$ cat src/rtl/hex_line_uart_tx_pkg.sv
`default_nettype none
// +--------------------------------------------------------------------+
// | hex_line_uart_tx_pkg : shared constants, line FSM encoding, baud    |
// | divider helper.                            Rev 1.0                  |
// +--------------------------------------------------------------------+
package hex_line_uart_tx_pkg;

  localparam logic [7:0] ASCII_CR = 8'h0D;
  localparam logic [7:0] ASCII_LF = 8'h0A;

  typedef logic [2:0] line_state_t;
  localparam logic [2:0] S_IDLE = 3'd0;
  localparam logic [2:0] S_LOAD = 3'd1;
  localparam logic [2:0] S_SEND = 3'd2;
  localparam logic [2:0] S_CR   = 3'd3;
  localparam logic [2:0] S_LF   = 3'd4;

  typedef struct packed {
    int unsigned div;
    int unsigned width;
  } baud_cfg_t;

  // Bit period in clocks (truncated) and the counter width that holds 0..div-1.
  function automatic baud_cfg_t baud_div(input int unsigned clk_freq, input int unsigned baud);
    baud_cfg_t cfg;
    cfg.div   = clk_freq / baud;
    cfg.width = (cfg.div > 1) ? $clog2(cfg.div) : 1;
    return cfg;
  endfunction

endpackage
`default_nettype wire

$ cat src/rtl/uart_tx_byte.sv
`default_nettype none
// +--------------------------------------------------------------------+
// | uart_tx_byte : single 8N1 frame serialiser with its own baud timer. |
// |                                            Rev 1.0                  |
// +--------------------------------------------------------------------+
module uart_tx_byte #(
  parameter int unsigned BAUD_DIV = 10,
  parameter int unsigned CNT_W    = 4
) (
  input  logic       clk,
  input  logic       rstn,
  input  logic       start,
  input  logic [7:0] byte_i,
  output logic       tx,
  output logic       done
);

  localparam logic [CNT_W-1:0] c_last = CNT_W'(BAUD_DIV - 1);

  logic             r_active;
  logic [CNT_W-1:0] r_cnt;
  logic [3:0]       r_idx;
  logic [9:0]       r_frame;
  logic             w_bit_end;

  assign w_bit_end = r_active && (r_cnt == c_last);
  assign done      = w_bit_end && (r_idx == 4'd9);
  // Frame LSB is the line level; ones shift in behind so the line idles high.
  assign tx        = r_frame[0];

  always_ff @(posedge clk or negedge rstn) begin
    if (!rstn) begin
      r_active <= 1'b0;
      r_cnt    <= '0;
      r_idx    <= '0;
      r_frame  <= '1;
    end else if (!r_active) begin
      if (start) begin
        r_active <= 1'b1;
        r_cnt    <= '0;
        r_idx    <= '0;
        r_frame  <= {1'b1, byte_i, 1'b0};
      end
    end else if (w_bit_end) begin
      r_cnt   <= '0;
      r_frame <= {1'b1, r_frame[9:1]};
      if (r_idx == 4'd9) begin
        r_active <= 1'b0;
        r_idx    <= '0;
      end else begin
        r_idx <= r_idx + 4'd1;
      end
    end else begin
      r_cnt <= r_cnt + 1'b1;
    end
  end

endmodule
`default_nettype wire

$ cat src/rtl/hex_line_uart_tx.sv
`default_nettype none
// +--------------------------------------------------------------------+
// | hex_line_uart_tx : sends an 8-character word as one UART line,      |
// | MSB character first, optionally terminated by CR/LF.  Rev 1.0      |
// +--------------------------------------------------------------------+
module hex_line_uart_tx
  import hex_line_uart_tx_pkg::*;
#(
  parameter int unsigned CLK_FREQ    = 100000000,
  parameter int unsigned BAUD        = 9600,
  parameter bit          APPEND_CRLF = 1'b1
) (
  input  logic        clk,
  input  logic        rstn,
  input  logic [63:0] data_i,
  input  logic        valid,
  output logic        ready,
  output logic        tx,
  output logic        busy
);

  localparam baud_cfg_t c_baud = baud_div(CLK_FREQ, BAUD);

  line_state_t r_state;
  logic [63:0] r_shreg;
  logic [2:0]  r_chars;
  logic        r_kick;
  logic        w_start;
  logic        w_done;
  logic [7:0]  w_byte;

  assign ready   = (r_state == S_IDLE);
  assign busy    = ~ready;
  // CR/LF raise start once on entry; character bytes start from LOAD.
  assign w_start = (r_state == S_LOAD) || r_kick;

  always_comb begin
    w_byte = r_shreg[63:56];
    case (r_state)
      S_CR:    w_byte = ASCII_CR;
      S_LF:    w_byte = ASCII_LF;
      default: w_byte = r_shreg[63:56];
    endcase
  end

  always_ff @(posedge clk or negedge rstn) begin
    if (!rstn) begin
      r_state <= S_IDLE;
      r_shreg <= '0;
      r_chars <= '0;
      r_kick  <= 1'b0;
    end else begin
      r_kick <= 1'b0;
      case (r_state)
        S_IDLE: begin
          if (valid) begin
            r_shreg <= data_i;
            r_chars <= '0;
            r_state <= S_LOAD;
          end
        end
        S_LOAD: r_state <= S_SEND;
        S_SEND: begin
          if (w_done) begin
            if (r_chars != 3'd7) begin
              r_shreg <= {r_shreg[55:0], 8'h00};
              r_chars <= r_chars + 3'd1;
              r_state <= S_LOAD;
            end else if (APPEND_CRLF) begin
              r_kick  <= 1'b1;
              r_state <= S_CR;
            end else begin
              r_state <= S_IDLE;
            end
          end
        end
        S_CR: begin
          if (w_done) begin
            r_kick  <= 1'b1;
            r_state <= S_LF;
          end
        end
        S_LF: begin
          if (w_done) r_state <= S_IDLE;
        end
        default: r_state <= S_IDLE;
      endcase
    end
  end

  uart_tx_byte #(
    .BAUD_DIV (c_baud.div),
    .CNT_W    (c_baud.width)
  ) u_byte (
    .clk    (clk),
    .rstn   (rstn),
    .start  (w_start),
    .byte_i (w_byte),
    .tx     (tx),
    .done   (w_done)
  );

endmodule
`default_nettype wire
$ cat config.mk
export PLATFORM = sky130hd
export DESIGN_NAME = hex_line_uart_tx
export DESIGN_NICKNAME = d
export VERILOG_FILES = /design/src/rtl/hex_line_uart_tx_pkg.sv /design/src/rtl/uart_tx_byte.sv /design/src/rtl/hex_line_uart_tx.sv
export SDC_FILE = /design/constraint.sdc
export NUM_CORES = 1
export LEC_CHECK = 0
export ABC_AREA = 1
export CORE_ASPECT_RATIO = 0.75
export CORE_MARGIN = 5
export CORE_UTILIZATION = 50
export CTS_BUF_LIST = sky130_fd_sc_hd__clkbuf_4 sky130_fd_sc_hd__clkbuf_8
export DETAILED_ROUTE_END_ITERATION = 10
export HOLD_SLACK_MARGIN = 0.05
export MAX_ROUTING_LAYER = met4
export PLACE_DENSITY = 0.72
export SYNTH_ARGS = -nofsm -noshare
export SYNTH_HDL_FRONTEND = slang
export SYNTH_SLANG_ARGS = --single-unit
$ cat constraint.sdc
create_clock -name clk -period 1.5 [get_ports clk]
set_input_delay 0.3 -clock clk [delete_from_list [all_inputs] [get_ports clk]]
set_output_delay 0.3 -clock clk [all_outputs]
set_load 0.01 [all_outputs]
==> results of run 1 <==
[cell families after synthesis]
kind of cell    Yosys count  synth area share (%)
fa+ha+maj                 5                  1.19
buf+inv                  73                  6.39
compound gates           22                  2.29
xor+xnor                  4                 0.668
flops                    99                  47.4
simple gates            541                  42.0
[path summary, 6_finish.rpt]
| path | startpoint | cells past startpoint | end | slack [ns] |
|---|---|---|---|---|
| max | r_state[2] | 6 | busy | -0.15 |
| min | rstn | 3 | u_byte.r_cnt[7] | 0.45 |
| max reg2reg | r_state[2] | 8 | r_shreg[61] | -0.13 |
| min reg2reg | r_shreg[59] | 2 | r_shreg[59] | 0.47 |
| max in group asynchronous | rstn | 3 | u_byte.r_frame[8] | 0.74 |
| min in group clk | data_i[3] | 3 | r_shreg[3] | 0.46 |
[repair_timing]
| action | in CTS | in global routing |
|---|---|---|
| cloned | 1 | 6 |
| pin swaps | 7 | 15 |
| buffers inserted | 3 | 9 |
| resized for setup | 22 | 69 |
| endpoints found under the setup margin | 74 | 97 |
| endpoints found under the hold margin | 90 | 0 |
| hold buffers | 1 | 0 |
[stage by stage]
| stage | setup WS (ns) | total power [mW] | cell area (um^2) | utilization (%) |
|---|---|---|---|---|
| 2_1_floorplan | -0.0122 | 8.13 | 5280 | - |
| 3_3_place_gp | -0.0771 | 9.72 | 6420 | 62.4 |
| 3_5_place_dp | -0.121 | 9.93 | 6420 | 62.4 |
| 4_1_cts | -0.112 | 12.2 | 6740 | 65.5 |
| 5_1_grt | -0.240 | 14.2 | 7170 | 69.7 |
| 6_report | -0.149 | 13.1 | 7170 | 69.7 |
[critical path: stages, from the launching register on]
cell,delay (ns)
dfrtp_1,0.41
nor2_2,0.13
buf_4,0.12
inv_2,0.03
nor2_4,0.09
inv_1,0.05
buf_2,0.13
[placed cells by master, fill, tap and decap left out, types with 4 or more instances in the layout]
master,instances
clkbuf_16,5
a21oi_1,4
o21ai_0,13
buf_4,41
buf_12,8
dfrtp_1,89
nor2_1,16
dfstp_2,9
nand2_1,374
clkdlybuf4s50_1,65
nor2_4,9
nand2_2,23
nand3_2,5
inv_1,29
clkbuf_8,11
nand2_4,4
buf_6,11
nand3_1,95
[per-layer routing]
| layer | vias up | part of all wire [%] | routed length [um] | track usage [%] |
|---|---|---|---|---|
| li1 | 2541 | - | - | - |
| met1 | 2488 | 44 | 6210 | 29.7 |
| met2 | 141 | 50 | 7150 | 36.9 |
| met3 | 18 | 4.5 | 642 | 4.50 |
| met4 | 0 | 1.2 | 176 | 5.46 |
| met5 | - | 0 | 0 | - |
[layout make-up]
cell class	instances	area, um^2	area share [%]
Clock buffer	14	174	2.43
Multi-Input combinational cell	572	2690	37.5
Clock inverter	2	60.1	0.838
Inverter	37	150	2.09
Tap cell	136	170	2.37
Timing Repair Buffer	136	1440	20.0
Sequential cell	99	2490	34.7
[sequential cells by signal, indices dropped and copies added, names as in the netlist]
register,flops
r_shreg,64
u_byte.r_cnt,14
u_byte.r_frame,9
u_byte.r_idx,4
r_chars,3
r_state,3
r_kick,1
u_byte.r_active,1
[power by group]
group	total [mW]	switching [mW]	internal [mW]	leakage (nW)
clock network	1.99	0.903	1.09	0.121
registers	4.53	0.690	3.84	1.23
logic	6.62	3.73	2.89	2.40
==> reports/results.ini, run 1 <==
[synthesis]
syn_area_um2=5250
ys_top_cells_by_area=dfrtp_1, nand2_1, nand3_1
synthFlopType=dfrtp_1
synth-edff-count=0
synth_common_cells=nand2_1, nand3_1, dfrtp_1, inv_1, nor2_1
ys_seq_area_share_pct=47.4
yosys_warnings=0
synth_fp_nets=816
async_flop_share_pct=100
yosys.area.top_type=dfrtp_1
synth_top_area_share_pct=42.9
synth.distinct_cells=28
synthesis.instances=744
synth_seq_cells=99
syn_area_per_cell_um2=7.05
yosysMostFrequentCell=nand2_1

[clock_network]
cts.reportedPaths.clkPinSlew_ns=0.09
ctsRootBufferMaster=clkbuf_8
insertion_delay_ns=0.37
numCtsBuffers=9
cts_tree=yes
cts_max_level=3
clock_sinks=99
cts_buffer_depth=2

[setup_path]
critPathRequiredTime_ns=1.20
critical_path_class=register to output port
cp.arrival_ns=1.35
worstSetupEndpointType=output port
critPathLaunchType=register
cp_max_fo=3

[finish]
final_nets=927
synthToLayoutAreaGrowth_pct=36.7
final.fill_count=828
layout.cells.non_filler=996
drive_gt1_share_pct=18.4
num_antenna_cells=0

[floorplan]
core.rowCount=32
fp.dieH_um=98.7
io_pins=70
dieArea_um2=12700
die_x_um=128
initial_core_util_pct=51.0
core-area_um2=10300

[placed_design]
gp_congestion=0.875
port_buffers=69
dp_cells=962
dp_hpwl_um=9220

[timing]
period_needed_ns=1.65
relSlewSlack_pct=78.5
hold_slack_ns=0.452
max_freq_mhz=606
hold_violations=0
rsz0062_at_grt=true
fin_ws_ns=-0.149
min_period_over_period_pct=110
finalMaxSlewViolations=0
worst_pin_slew_ns=0.320
skew_ns=0.00918
finalSetupTns_ns=-7.48
finalSetupViolations=69

[grt]
grt_pass1_vias=5118
grt_pass1_wl_um=23100
grt-ovfl-total=0
antenna_found_initial=0
grt_use_total_pct=22.8
grt_max_degree=51

[detailed_routing]
ant_nets=0
via_per_inst=5.21
detailedRoute.firstPassIterationCount=5
drc=0
wl_per_cell_um=14.2
drt-initial-drc-count=387
wl_um=14200
via_count=5188

[pwr]
ir_drop_mv=0.974
p_leak_nw=3.76
power_density_nw_per_um2=1830

[run_status]
status=finished, violations left
failed_checks=setup timing

[min_path]
hp-class=input pin to async pin

[flow_run]
maxCapViolations=0

(Power assumes the default switching activity.)
==> run 2, diff against run 1 <==
Settings changed: CAP_MARGIN set to 15.
==> results of run 2 <==
Same layout as run 1: the final DEF is identical, and so are final timing and power.
==> run 3, diff against run 2 <==
Settings changed: SLEW_MARGIN set to 20.
==> results of run 3 <==
Same layout as run 1: the final DEF is identical, and so are final timing and power.
